===== src/rtl/univ_shift_reg.sv =====
// rtl/univ_shift_reg.sv - universal shift register with start/busy/done handshake
//
// Purpose:
//   Load, clear, logical/arithmetic shift and rotate of a WIDTH-bit register
//   by a programmable amount. By default, multi-bit shifts step one bit per
//   clock. Define SHIFTREG_BARREL_EN to make every shift complete in a single
//   cycle using a combinational barrel shift.
//
// Ports:
//   clk    in  1      rising-edge clock
//   rst    in  1      synchronous reset, active-high
//   start  in  1      command strobe, sampled only while idle
//   op     in  3      opcode, latched with start
//   amt    in  AMT_W  shift amount, latched with start
//   d_in   in  WIDTH  parallel load data (LOAD)
//   ser_in in  1      fill bit for SHL/SHR, sampled on every step
//   y      out WIDTH  register contents
//   busy   out 1      multi-cycle shift in progress
//   done   out 1      one-cycle pulse when a command has completed
//
// Opcodes:
//   000 NOP, 001 LOAD, 010 SHL, 011 SHR, 100 ROL, 101 ROR, 110 ASR, 111 CLR
module univ_shift_reg #(
    parameter int WIDTH = 4,
    parameter int AMT_W = 3
) (
    input  logic             clk,
    input  logic             rst,
    input  logic             start,
    input  logic [2:0]       op,
    input  logic [AMT_W-1:0] amt,
    input  logic [WIDTH-1:0] d_in,
    input  logic             ser_in,
    output logic [WIDTH-1:0] y,
    output logic             busy,
    output logic             done
);

    localparam logic [2:0] OP_NOP  = 3'b000;
    localparam logic [2:0] OP_LOAD = 3'b001;
    localparam logic [2:0] OP_SHL  = 3'b010;
    localparam logic [2:0] OP_SHR  = 3'b011;
    localparam logic [2:0] OP_ROL  = 3'b100;
    localparam logic [2:0] OP_ROR  = 3'b101;
    localparam logic [2:0] OP_ASR  = 3'b110;
    localparam logic [2:0] OP_CLR  = 3'b111;

    typedef enum logic {
        ST_IDLE  = 1'b0,
        ST_SHIFT = 1'b1
    } state_t;

    state_t             r_state;
    logic [WIDTH-1:0]   r_y;
    logic [AMT_W-1:0]   r_rem;
    logic [2:0]         r_op;
    logic               r_done;

    state_t             w_state_nxt;
    logic [WIDTH-1:0]   w_y_nxt;
    logic [AMT_W-1:0]   w_rem_nxt;
    logic [2:0]         w_op_nxt;
    logic               w_done_nxt;

    // One-bit step of any shift/rotate opcode; non-shift opcodes pass through.
    function automatic logic [WIDTH-1:0] f_step(
        input logic [2:0]       f_op,
        input logic [WIDTH-1:0] f_y,
        input logic             f_ser
    );
        logic [WIDTH-1:0] v;
        v = f_y;
        case (f_op)
            OP_SHL:  v = {f_y[WIDTH-2:0], f_ser};
            OP_SHR:  v = {f_ser, f_y[WIDTH-1:1]};
            OP_ROL:  v = {f_y[WIDTH-2:0], f_y[WIDTH-1]};
            OP_ROR:  v = {f_y[0], f_y[WIDTH-1:1]};
            OP_ASR:  v = {f_y[WIDTH-1], f_y[WIDTH-1:1]};
            default: v = f_y;
        endcase
        return v;
    endfunction

`ifdef SHIFTREG_BARREL_EN
    // Unrolled chain of single steps gated by the amount. Chaining single
    // steps gives exactly the serial result, including amt >= WIDTH
    // (logical shifts saturate to the fill bit, rotates wrap mod WIDTH).
    function automatic logic [WIDTH-1:0] f_barrel(
        input logic [2:0]       f_op,
        input logic [WIDTH-1:0] f_y,
        input logic [AMT_W-1:0] f_amt,
        input logic             f_ser
    );
        logic [WIDTH-1:0] v;
        v = f_y;
        for (int i = 0; i < (2 ** AMT_W) - 1; i++) begin
            if (i < int'(f_amt)) begin
                v = f_step(f_op, v, f_ser);
            end
        end
        return v;
    endfunction
`endif

    always_comb begin
        w_state_nxt = r_state;
        w_y_nxt     = r_y;
        w_rem_nxt   = r_rem;
        w_op_nxt    = r_op;
        w_done_nxt  = 1'b0;

        case (r_state)
            ST_IDLE: begin
                if (start) begin
                    case (op)
                        OP_NOP: begin
                            w_done_nxt = 1'b1;
                        end
                        OP_LOAD: begin
                            w_y_nxt    = d_in;
                            w_done_nxt = 1'b1;
                        end
                        OP_CLR: begin
                            w_y_nxt    = '0;
                            w_done_nxt = 1'b1;
                        end
                        default: begin
`ifdef SHIFTREG_BARREL_EN
                            w_y_nxt    = f_barrel(op, r_y, amt, ser_in);
                            w_done_nxt = 1'b1;
`else
                            if (amt == '0) begin
                                w_done_nxt = 1'b1;
                            end else begin
                                // The first step happens on the accepting edge,
                                // so only amt-1 further steps remain.
                                w_y_nxt = f_step(op, r_y, ser_in);
                                if (amt == AMT_W'(1)) begin
                                    w_done_nxt = 1'b1;
                                end else begin
                                    w_state_nxt = ST_SHIFT;
                                    w_rem_nxt   = amt - 1'b1;
                                    w_op_nxt    = op;
                                end
                            end
`endif
                        end
                    endcase
                end
            end
            ST_SHIFT: begin
                w_y_nxt   = f_step(r_op, r_y, ser_in);
                w_rem_nxt = r_rem - 1'b1;
                if (r_rem == AMT_W'(1)) begin
                    w_state_nxt = ST_IDLE;
                    w_done_nxt  = 1'b1;
                end
            end
            default: begin
                w_state_nxt = ST_IDLE;
            end
        endcase
    end

    always_ff @(posedge clk) begin
        if (rst) begin
            r_state <= ST_IDLE;
            r_y     <= '0;
            r_rem   <= '0;
            r_op    <= OP_NOP;
            r_done  <= 1'b0;
        end else begin
            r_state <= w_state_nxt;
            r_y     <= w_y_nxt;
            r_rem   <= w_rem_nxt;
            r_op    <= w_op_nxt;
            r_done  <= w_done_nxt;
        end
    end

    assign y    = r_y;
    assign busy = (r_state == ST_SHIFT);
    assign done = r_done;

endmodule


===== config.mk =====
export PLATFORM = sky130hd
export DESIGN_NAME = univ_shift_reg
export DESIGN_NICKNAME = d
export VERILOG_FILES = /design/src/rtl/univ_shift_reg.sv
export SDC_FILE = /design/constraint.sdc
export NUM_CORES = 1
export LEC_CHECK = 0
export CAP_MARGIN = 20
export CORE_UTILIZATION = 50
export CTS_CLUSTER_DIAMETER = 30
export DETAILED_ROUTE_END_ITERATION = 7
export GPL_TIMING_DRIVEN = 0
export PLACE_DENSITY = 0.8
export SLEW_MARGIN = 15
export SYNTH_ARGS = -nofsm -noshare
export SYNTH_HDL_FRONTEND = slang
export SYNTH_SLANG_ARGS = --single-unit

===== constraint.sdc =====
create_clock -name clk -period 1.8 [get_ports clk]
set_input_delay 0.27 -clock clk [delete_from_list [all_inputs] [get_ports clk]]
set_output_delay 0.27 -clock clk [all_outputs]
set_load 0.005 [all_outputs]

==> Word-level counts from Yosys, hierarchy flattened <==
Index checks and enable logic that the tools add are counted.
{ "op_classes": {"reduce_logical": 7, "mux": 23, "add_sub_neg": 2, "eq_ne": 26, "n_bitwise": 4} }
{ "op_table": {"columns": ["operator", "count"], "rows": [
  ["$pmux W4 S5", 2],
  ["$eq A3 B3 Y1 const B", 7],
  ["$eq A3 B2 Y1 const B", 4],
  ["$mux W3", 4],
  ["$ne A2 B2 Y1 const B", 6],
  ["$pmux W4 S3", 1],
  ["$mux W1", 10],
  ["$reduce_and A5 Y1", 2],
  ["$eq A3 B1 Y1 const B", 3],
  ["$mux W4", 2],
  ["$ne A8 B1 Y1 const B", 1],
  ["$pmux W4 S2", 1],
  ["$ne A7 B1 Y1 const B", 1],
  ["$reduce_and A7 Y1", 1],
  ["$logic_not A3 Y1", 2],
  ["$ne A6 B1 Y1 const B", 1],
  ["$pmux W3 S2", 1],
  ["$sub A3 B1 Y3 const B", 2],
  ["$ne A5 B1 Y1 const B", 1],
  ["$ne A4 B2 Y1 const B", 1],
  ["$ne A4 B4 Y1 const B", 1],
  ["$not A1 Y1", 4],
  ["$pmux W1 S2", 2],
  ["$reduce_and A4 Y1", 1],
  ["$reduce_or A3 Y1", 1]
]} }
{ "word_totals": {"elab_cells": 68, "regBits": 12, "out_inout_bits": 6, "inputBits": 14} }

==> Depth between registers and ports, before layout <==
Gate-level depths: netlist (run 1).
{ "depth": {"word_depth": 6, "depth_mapped": 7, "ltp_nobuf": 7} }

==> Worst setup path before layout (run 1) <==
No wires, ideal clock.
{ "synth_timing": {"kind": "input to register", "startpoint": "input amt[0]", "endpoint": "register r_rem[1]", "slack_ns": 0.196, "cell_stages": 7, "arrival_time_ns": 1.540, "setup_time_ns": 0.065, "required_ns": 1.735, "n_path_buf": 0, "cell_sequence": "inv_1 > ha_1 > o21bai_1 > nand4_2 > mux2_1 > mux2_2 > nor2_1"} }
{ "synth_via": {"elab_chain_len": 6, "word_cells_on_any_way": 11, "cone_classes": "add/sub: 1; eq/ne: 3; mux: 5; reduce/logical: 2"} }
{ "synth_lines": {"columns": ["element", "line_no", "rtl"], "rows": [
  ["start, declared", "31", "input logic [AMT_W-1:0] amt,"],
  ["$sub A3 B1 Y3", "142", "w_rem_nxt = amt - 1'b1;"],
  ["$mux W3", "138", "if (amt == AMT_W'(1)) begin"],
  ["$mux W3", "132", "if (amt == '0) begin"],
  ["$mux W3", "115", "case (op)"],
  ["$mux W3", "114", "if (start) begin"],
  ["$pmux W3 S2", "112", "case (r_state)"],
  ["end signal, assigned", "175", "r_rem <= w_rem_nxt;"],
  ["end, declared", "55", "logic [AMT_W-1:0] r_rem;"]
]} }
Several ways; a longest one is shown, not always the timed one. The select of a mux whose other input is x is not followed.
A chain may end at the register's enable or synchronous reset.

==> Worst setup path in the final report (run 1) <==
{ "layout_timing": {"startpoint": "input op[2]", "endpoint": "register r_rem[1]"} }
{ "layout_via": {"elab_chain_len": 4, "word_cells_on_any_way": 6, "cone_classes": "eq/ne: 3; reduce/logical: 3"} }
{ "layout_lines": {"columns": ["element", "line_no", "rtl"], "rows": [
  ["start, declared", "30", "input logic [2:0] op,"],
  ["$eq A3 B3 Y1, or another cell as far along", "115", null],
  ["$reduce_or A3 Y1 (no source line) *", null, null],
  ["$ne A2 B2 Y1 (no source line) *", null, null],
  ["$reduce_and A4 Y1 (no source line) *", null, null]
]} }
Mark *: on every way between the ends. The rest lies on a longest branch, timed or not.

==> flow_summary.yaml, run 1 <==
run_status:
  status: "complete, no violations"
final_layout:
  layout-drive-gt1-share_pct: 16.1
  instances_no_fill: 170
  antenna_cells: 0
  syn2layout_area_growth_pct: 27.6
  final_nets: 164
  nFillCells: 155
  multi_input_area_um2: 724
  regArea_um2: 240
timing:
  fin_setup_tns_ns: 0
  clock.fmax_mhz: 583
  rsz0062_at_grt: "true"
  hold_violations: 0
  fin_ws_ns: 0.0857
  skew_ns: 0.0100
  tightest_slew_ns: 0.339
  report.final.slew_viol_count: 0
  period_share_pct: 95.2
  relSlewSlack_pct: 77.4
  fin_crit_ns: 1.71
  setup_violations: 0
floorplanning:
  die_w_um: 47.4
  coreArea_um2: 1940
  start_util_pct: 53.0
  dieArea_um2: 2240
  die_h_um: 47.4
  row_count: 16
  io_pins: 20
global_route:
  grt_pass1_vias: 852
  grt_pass1_wl_mm: 3.76
  grt_max_degree: 11
  antenna_found_initial: 0
  gr-total-overflow: 0
  grt_util_all_layers_pct: 23.5
critical_path:
  cpMostUsedCell: "mux2_2"
  crit_path_start_kind: "primary input"
  crit_path_max_fanout: 10
  crit_type: "primary input to flop"
  crit_chain: "clkdlybuf4s50_1, buf_6, nand3_1, nand4_2, mux2_2, mux2_2, nor2_1"
  regToRegEndpoint: "y[0]$_SDFFE_PP0P_"
  worstPathArrival_ns: 1.92
  reg2reg_depth: 6
  worstPathRequired_ns: 2.00
  worst_r2r_startpoint: "r_op[2]$_SDFFE_PP0P_"
  r2r_slack_ns: 0.29
  end_kind: "flop"
  cp_slowest_cell: "clkdlybuf4s50_1"
  max_stage_delay_ns: 0.49
cts:
  cts_buffers: 3
  path_clk_slew_ns: 0.07
  hold_buffers: 0
  cts_root_buf: "clkbuf_4"
  cts_tree: "yes"
  cts.sinks: 12
  clk_latency_ns: 0.26
  htree_levels: 1
  cts_buffer_depth: 2
yosys:
  synth_ff_type: "dfxtp_1"
  async_flop_share_pct: 0
  synth_edf_count: 0
  yosysWarnings: 0
  synth.most_common_cell: "dfxtp_1"
  avgSynthCellArea_um2: 8.58
  synth_area_leaders: "dfxtp_1 23%, mux2i_1 7.8%, ha_1 6.1%"
  yosysUniqueCellTypes: 40
  synth-seq-cells: 12
  syn_area_um2: 1030
  synthesis.nets: 139
  seq_area_frac_synth_pct: 23.3
  synth_top_cells_by_count: "12 x dfxtp_1, 10 x a21oi_1, 10 x nor2_1"
  netlist_instances: 120
  yosys.area.top_type: "dfxtp_1"
  yosysTopAreaCellShare_pct: 23.3
power_and_ir_drop:
  power_uw: 751
  power.density_nw_per_um2: 572
  p_leak_uw: 0.000505
  ir_worst_vdd_uv: 468
placed_design:
  gp_congestion: 0.777
  numPortBuffers: 18
  dp.cells: 165
  dp_slack_ns: -0.523
  dp_hpwl_mm: 1.72
drt:
  dr_total_vias: 943
  ant_nets: 0
  wl_mm: 2.35
  drcViolationCount: 0
  wl_per_cell_um: 13.8
  viasPerCell: 5.55
  first_pass_iters: 4
  drt_iter0_drc: 16
worst_hold_path:
  min_to: "r_op[1]$_SDFFE_PP0P_"
  min_path_cells: 3
  holdCritStartpoint: "op[1]"
  min_path_type: "primary input to flop"
flow_run:
  maxCapViolCount: 0
[timing repair]
item                       CTS  global route
pin swaps                    2             0
buffers inserted             2             0
cloned                       0             0
setup endpoints to repair    3             3
gates resized for setup      3             5
[placed cells by master, fill, tap and decap left out, types with 2 or more instances in the layout]
| master | count |
|---|---|
| a211o_1 | 2 |
| a211oi_1 | 4 |
| a21oi_1 | 10 |
| a22oi_2 | 2 |
| a31oi_1 | 2 |
| buf_4 | 4 |
| buf_6 | 5 |
| clkbuf_4 | 3 |
| clkdlybuf4s50_1 | 17 |
| dfxtp_1 | 12 |
| ha_1 | 5 |
| inv_1 | 5 |
| mux2_2 | 2 |
| mux2i_1 | 8 |
| nand2_1 | 5 |
| nand2b_1 | 6 |
| nand3_1 | 4 |
| nand3b_1 | 2 |
| nor2_1 | 10 |
| nor2b_1 | 3 |
| nor3_1 | 2 |
| nor3b_1 | 2 |
| o211a_1 | 2 |
| o21ai_0 | 4 |
| xnor2_1 | 2 |
[where the power goes]
group | switching, µW | leakage (µW) | internal, µW
Combinational | 135 | 0.000392 | 151
Sequential | 23.6 | 0.0000984 | 289
Clock | 75.4 | 0.0000138 | 77.0
[layer usage]
| layer | up-vias | wire length [µm] | GRT usage, % |
|---|---|---|---|
| li1 | 484 | - | - |
| met1 | 435 | 1150 | 33.1 |
| met2 | 22 | 1090 | 37.5 |
| met3 | 2 | 97 | 2.31 |
| met4 | 0 | 13 | 7.43 |
| met5 | - | 0 | 0 |
[layout make-up]
type | count | share of cell area, %
multi-input cells | 95 | 55.1
flip-flops and latches | 12 | 18.3
repair buffers | 20 | 14.8
plain buffers | 8 | 6.10
well taps | 27 | 2.57
clock buffers | 3 | 1.71
inverters | 5 | 1.43
[how the worst max path moves through the flow]
stage / startpoint / end / slack [ns] / cells after the start
2_1_floorplan: amt[0] / r_rem[1]$_SDFFE_PP0P_ / 0.20 / 7
3_3_place_gp: amt[0] / r_rem[1]$_SDFFE_PP0P_ / -0.46 / 8
3_5_place_dp: amt[0] / r_rem[1]$_SDFFE_PP0P_ / -0.52 / 8
4_1_cts: op[2] / y[3]$_SDFFE_PP0P_ / 0.04 / 7
5_1_grt: op[2] / y[3]$_SDFFE_PP0P_ / -0.001 / 7
6_report: op[2] / r_rem[1]$_SDFFE_PP0P_ / 0.09 / 7
[registers in the layout (all words and copies together) (netlist names)]
register and cells:
r_rem 3, y 4, done 1, r_op 3, busy 1
[per-stage QoR]
stage	cell area (µm²)	hold slack (ns)	utilization, %
2_1_floorplan	1030	0.343	-
3_3_place_gp	1240	0.468	64.0
3_5_place_dp	1240	0.473	64.0
4_1_cts	1290	0.384	66.5
5_1_grt	1310	0.438	67.7
6_report	1310	0.417	67.7
[logic make-up after synthesis]
logic type / Yosys count / synth area share [%]
AOI/OAI and AO/OA: 34 / 23.1
adders and majority gates: 5 / 6.08
xor gates and xnor gates: 4 / 3.40
muxes: 11 / 11.1
and+or+nand+nor: 41 / 23.5
DFF: 12 / 23.3
buffers and inverters: 13 / 9.60
[critical path, delay by kind of cell]
kind                   cells  cell delay (ns)
buffers and inverters      2             0.66
and+or+nand+nor            3             0.37
muxes                      2             0.61
(Power assumes the default switching activity.)
==> inputs of run 2 (changes only) <==
- CELL_PAD_IN_SITES_DETAIL_PLACEMENT: unset -> 1
- CELL_PAD_IN_SITES_GLOBAL_PLACEMENT: unset -> 1
- CORE_ASPECT_RATIO: unset -> 0.6
- CORE_UTILIZATION: 50 -> 38
- PLACE_DENSITY: 0.8 -> 0.82
==> run 2 against run 1 <==
  * Sequential power rose by 2%
  * Die area rose by 30%
  * Clock power grew 60%
  * Largest cell class unchanged
  * Highest routed layer unchanged
==> flow_summary.yaml, run 2 (synthesis gave the netlist of run 1 again) <==
run_status:
  status: "complete, no violations"
flow_run:
  maxCapViolCount: 0
final_layout:
  final_common_cell: "clkdlybuf4s50_1"
  layout-drive-gt1-share_pct: 21.4
  antenna_cells: 0
  final_nets: 166
  syn2layout_area_growth_pct: 36.9
  instances_no_fill: 177
  final_cell_mix: "16 x clkdlybuf4s50_1, 12 x dfxtp_1, 10 x a21oi_1, 9 x nor2_1, 8 x mux2i_1"
  largest_register_ff_count: 4
floorplanning:
  row_count: 14
  coreArea_um2: 2540
  start_util_pct: 40.5
  dieArea_um2: 2930
  die_h_um: 42.3
  die_w_um: 69.2
  io_pins: 20
critical_path:
  end_kind: "flop"
  regToRegEndpoint: "y[0]$_SDFFE_PP0P_"
  reg2reg_depth: 6
  crit_type: "primary input to flop"
  r2r_slack_ns: 0.27
  worstPathArrival_ns: 1.95
  crit_path_start_kind: "primary input"
  crit_path_max_fanout: 4
  worstPathRequired_ns: 1.97
  worst_r2r_startpoint: "r_op[1]$_SDFFE_PP0P_"
timing:
  rsz0062_at_grt: "true"
  relSlewSlack_pct: 73.6
  report.final.slew_viol_count: 0
  fin_setup_tns_ns: 0
  fin_crit_ns: 1.78
  period_share_pct: 98.8
  hold_violations: 0
  clock.fmax_mhz: 563
  skew_ns: 0.00462
  setup_violations: 0
  tightest_slew_ns: 0.396
power_and_ir_drop:
  power.density_nw_per_um2: 630
  p_leak_uw: 0.000537
  ir_worst_vdd_uv: 432
placed_design:
  dp_hpwl_mm: 2.34
  dp.cells: 170
  numPortBuffers: 18
  gp_congestion: 0.873
global_route:
  grt_pass1_wl_mm: 5.30
  gr-total-overflow: 0
  antenna_found_initial: 0
  grt_pass1_vias: 1061
  grt_util_all_layers_pct: 23.4
  grt_max_degree: 11
drt:
  first_pass_iters: 4
  wl_mm: 3.34
  drt_iter0_drc: 31
  ant_nets: 0
  drcViolationCount: 0
  dr_total_vias: 1000
  viasPerCell: 5.65
  wl_per_cell_um: 18.8
worst_hold_path:
  min_path_cells: 3
  min_path_type: "primary input to flop"
  holdCritStartpoint: "op[1]"
  min_to: "r_op[1]$_SDFFE_PP0P_"
cts:
  htree_levels: 1
  cts_tree: "yes"
  clk_latency_ns: 0.24
  cts_buffers: 3
  cts_buffer_depth: 2
  path_clk_slew_ns: 0.05
  hold_buffers: 0
  cts_root_buf: "clkbuf_8"
  cts.sinks: 12
==> run 2: cell count changes in the layout (fill, tap and decap cells not counted), moves of 2 or more <==
cell,previous run,this run
clkbuf_8,0,3
inv_2,0,2
clkbuf_4,3,0
ha_1,5,3
inv_1,5,3
==> run 2: timing repair <==
action | 4_1_cts | 5_1_grt
cloned | 0 | 1
pin swaps | 2 | 5
setup endpoints to repair | 11 | 8
setup buffers | 2 | 1
resized for setup | 8 | 11
==> run 2: worst max-delay path by stage <==
stage                             to  cells past startpoint  slack, ns  startpoint
5_1_grt        r_rem[1]$_SDFFE_PP0P_                      8      -0.03      amt[1]
6_report       r_rem[1]$_SDFFE_PP0P_                      8       0.02      amt[1]
3_3_place_gp   r_rem[1]$_SDFFE_PP0P_                      8      -0.49      amt[0]
2_1_floorplan  r_rem[1]$_SDFFE_PP0P_                      7       0.20      amt[0]
4_1_cts        r_rem[1]$_SDFFE_PP0P_                      8      -0.01      amt[1]
3_5_place_dp   r_rem[1]$_SDFFE_PP0P_                      8      -0.56      amt[0]
==> run 2: cell type report <==
class / count / area, µm²
clock buffers: 3 / 41.3
flip-flops and latches: 12 / 240
multi-input cells: 95 / 781
fillers: 288 / 1130
well taps: 32 / 40.0
inverters: 5 / 18.8
repair buffers: 22 / 209
plain buffers: 8 / 80.1
==> run 2: power breakdown <==
part	internal [µW]	switching (µW)	total, µW
clock	147	95.3	243
sequential	290	28.3	318
combinational	165	163	328
total	602	286	888
==> run 2: critical path, stage by stage <==
cell	delay, ns
clkdlybuf4s50_1	0.47
inv_2	0.06
ha_4	0.16
o21bai_4	0.18
nand4_4	0.15
mux2_4	0.32
mux2_2	0.26
nor2_1	0.07
==> run 2: per-layer routing <==
| layer | global-route usage [%] | up-vias | part of all wire [%] |
|---|---|---|---|
| met5 | 0 | - | 0 |
| met4 | 8.16 | 0 | 0.75 |
| met2 | 36.1 | 20 | 44 |
| li1 | - | 487 | - |
| met3 | 5.53 | 4 | 3.9 |
| met1 | 32.1 | 489 | 51 |
==> run 2: metrics by stage <==
| step | power, µW | util (%) | hold WS, ns | area [µm²] | setup WS, ns |
|---|---|---|---|---|---|
| floorplan | 492 | - | 0.343 | 1030 | 0.196 |
| global placement | 585 | 49.2 | 0.468 | 1250 | -0.488 |
| detailed placement | 601 | 49.2 | 0.519 | 1250 | -0.559 |
| CTS | 865 | 52.4 | 0.396 | 1330 | -0.00958 |
| global route | 941 | 55.5 | 0.446 | 1410 | -0.0345 |
| finish | 888 | 55.5 | 0.430 | 1410 | 0.0224 |
==> inputs of run 3 (changes only) <==
- PLACE_DENSITY: 0.82 -> unset
- PLACE_DENSITY_LB_ADDON: unset -> 0.12
==> run 3 against run 2 <==
  * Via count up 2.5%
  * Combinational power decreased by 5%
  * First-iteration DRC count is 39% higher
  * Total power rose by 5.7%
  * Setup slack gained 0.045 ns
  * Clock power up 28%
  * Sequential cell count is the same
  * Global-route usage shrank 0.42 points
  * Largest cell class unchanged
  * Clock-buffer cell count grew 1
  * Utilization is 0.30 points lower
  * Critical path depth is the same
  * Final cell count up 0.56%
==> flow_summary.yaml, run 3 (synthesis gave the netlist of run 1 again) <==
timing:
  relSlewSlack_pct: 70.1
  report.final.slew_viol_count: 0
  skew_ns: 0.00309
  tightest_slew_ns: 0.449
  period_share_pct: 96.3
  hold_violations: 0
  clock.fmax_mhz: 577
  fin_crit_ns: 1.73
  holdWs_ns: 0.420
  fin_ws_ns: 0.0673
  rsz0062_at_grt: "false"
  setup_violations: 0
critical_path:
  cp_slowest_cell: "clkdlybuf4s50_1"
  end_kind: "flop"
  cp_num_buf_inv: 2
  cpLargestDelayFamily: "multiplexers"
  crit_type: "primary input to flop"
  max_stage_delay_ns: 0.47
  worstPathRequired_ns: 1.99
  crit_path_max_fanout: 4
  worstPathArrival_ns: 1.92
  crit_chain: "clkdlybuf4s50_1, inv_2, ha_4, o21bai_4, nand4_4, mux2_4, mux2_2, nor2_1"
  crit_path_start_kind: "primary input"
drt:
  viasPerCell: 5.76
  drcViolationCount: 0
  first_pass_iters: 4
  drt_iter0_drc: 43
  wl_mm: 3.13
  dr_total_vias: 1025
  wl_per_cell_um: 17.6
  ant_nets: 0
worst_hold_path:
  min_path_type: "primary input to flop"
final_layout:
  final_cell_mix: "16 x clkdlybuf4s50_1, 12 x dfxtp_1, 10 x a21oi_1, 10 x nor2_1, 8 x mux2i_1"
  antenna_cells: 0
  fin_util_pct: 55.2
  syn2layout_area_growth_pct: 36.2
  largest_register_ff_count: 4
  final_cell_area_um2: 1400
  final_nets: 166
  final_common_cell: "clkdlybuf4s50_1"
  layout-drive-gt1-share_pct: 19.9
floorplanning:
  row_count: 14
  start_util_pct: 40.5
  coreArea_um2: 2540
  die_h_um: 42.3
  die_w_um: 69.2
  dieArea_um2: 2930
  io_pins: 20
power_and_ir_drop:
  p_clk_share_pct: 33.3
  power_frac_comb_pct: 33.0
  ir_worst_vdd_uv: 466
  p_switching_uw: 295
  p_seq_share_pct: 33.7
  p_int_uw: 643
  power.density_nw_per_um2: 669
  netSwitchingFraction_pct: 31.5
  power_uw: 939
  p_leak_uw: 0.000542
cts:
  cts.sinks: 12
  path_clk_slew_ns: 0.06
  clk_latency_ns: 0.25
  cts_root_buf: "clkbuf_8"
  hold_buffers: 0
  cts_buffer_depth: 2
  cts_tree: "yes"
  htree_levels: 1
  cts_buffers: 3
global_route:
  grt_pass1_wl_mm: 5.09
  gr-total-overflow: 0
  antenna_found_initial: 0
  grt_pass1_vias: 998
  grt_util_all_layers_pct: 23.0
  grt_max_degree: 11
run_status:
  status: "complete, no violations"
placed_design:
  dp_hpwl_mm: 2.20
  dpl_cell_area_um2: 1250
  numPortBuffers: 18
  dp_slack_ns: -0.534
  gp_congestion: 0.818
flow_run:
  maxCapViolCount: 0
==> run 3: changes by cell type in the layout (fill, tap and decap cells not counted) <==
cell,change
nor2_1,+1
a2111oi_2,+1
inv_1,+1
a221oi_1,+1
inv_2,-1
clkbuf_8,+1
nor2_2,-1
a221oi_2,-1
a2111oi_4,-1
==> run 3: worst paths after layout <==
check             cells after the start  slack, ns                   from                     to
hold / removal                        3       0.42                  op[1]   r_op[1]$_SDFFE_PP0P_
setup / recovery                      8       0.07                 amt[1]  r_rem[1]$_SDFFE_PP0P_
setup reg to reg                      6       0.29   r_op[1]$_SDFFE_PP0P_      y[0]$_SDFFE_PP0P_
hold reg to reg                       2       0.51  r_rem[2]$_SDFFE_PP0P_  r_rem[2]$_SDFFE_PP0P_
==> run 3: power groups by stage <==
stage / logic (µW) / registers (µW) / clock network [µW]
after floorplan: 179 / 313 / 0
after global placement: 266 / 319 / 0
after detailed placement: 274 / 320 / 0
after CTS: 294 / 315 / 322
after global routing: 339 / 320 / 333
final: 310 / 316 / 312
==> run 3: stage by stage <==
stage                     TNS, ns  std cells
final                           0        178
after global routing            0        178
after CTS                       0        175
after detailed placement    -3.35        170
after global placement      -2.88        170
after floorplan                 0        120
==> run 3: area by class of cell <==
class / count / area, µm²
Multi-Input combinational cell: 95 / 759
Timing Repair Buffer: 22 / 209
Sequential cell: 12 / 240
Clock buffer: 4 / 55.1
Tap cell: 32 / 40.0
Inverter: 5 / 18.8
Buffer: 8 / 80.1
Fill cell: 297 / 1140
==> run 3: worst register-to-register path, delay by kind of cell, from the launching register on <==
family	cells	cell delay, ns
AOI/OAI and AO/OA	3	0.59
and+or+nand+nor	2	0.43
DFF	1	0.30
buffers and inverters	1	0.13
==> run 3: layer usage <==
layer	global-route usage [%]	part of all wire, %	vias up
met3	6.97	6.0	4
met5	0	0	-
li1	-	-	489
met1	33.2	53	504
met2	32.4	40	28
met4	7.35	0.80	0
==> run 3: repair_timing <==
item	4_1_cts	5_1_grt
gates resized for setup	10	5
cloned	0	1
pin swaps	3	4
endpoints found under the setup margin	7	5
setup buffers	1	2
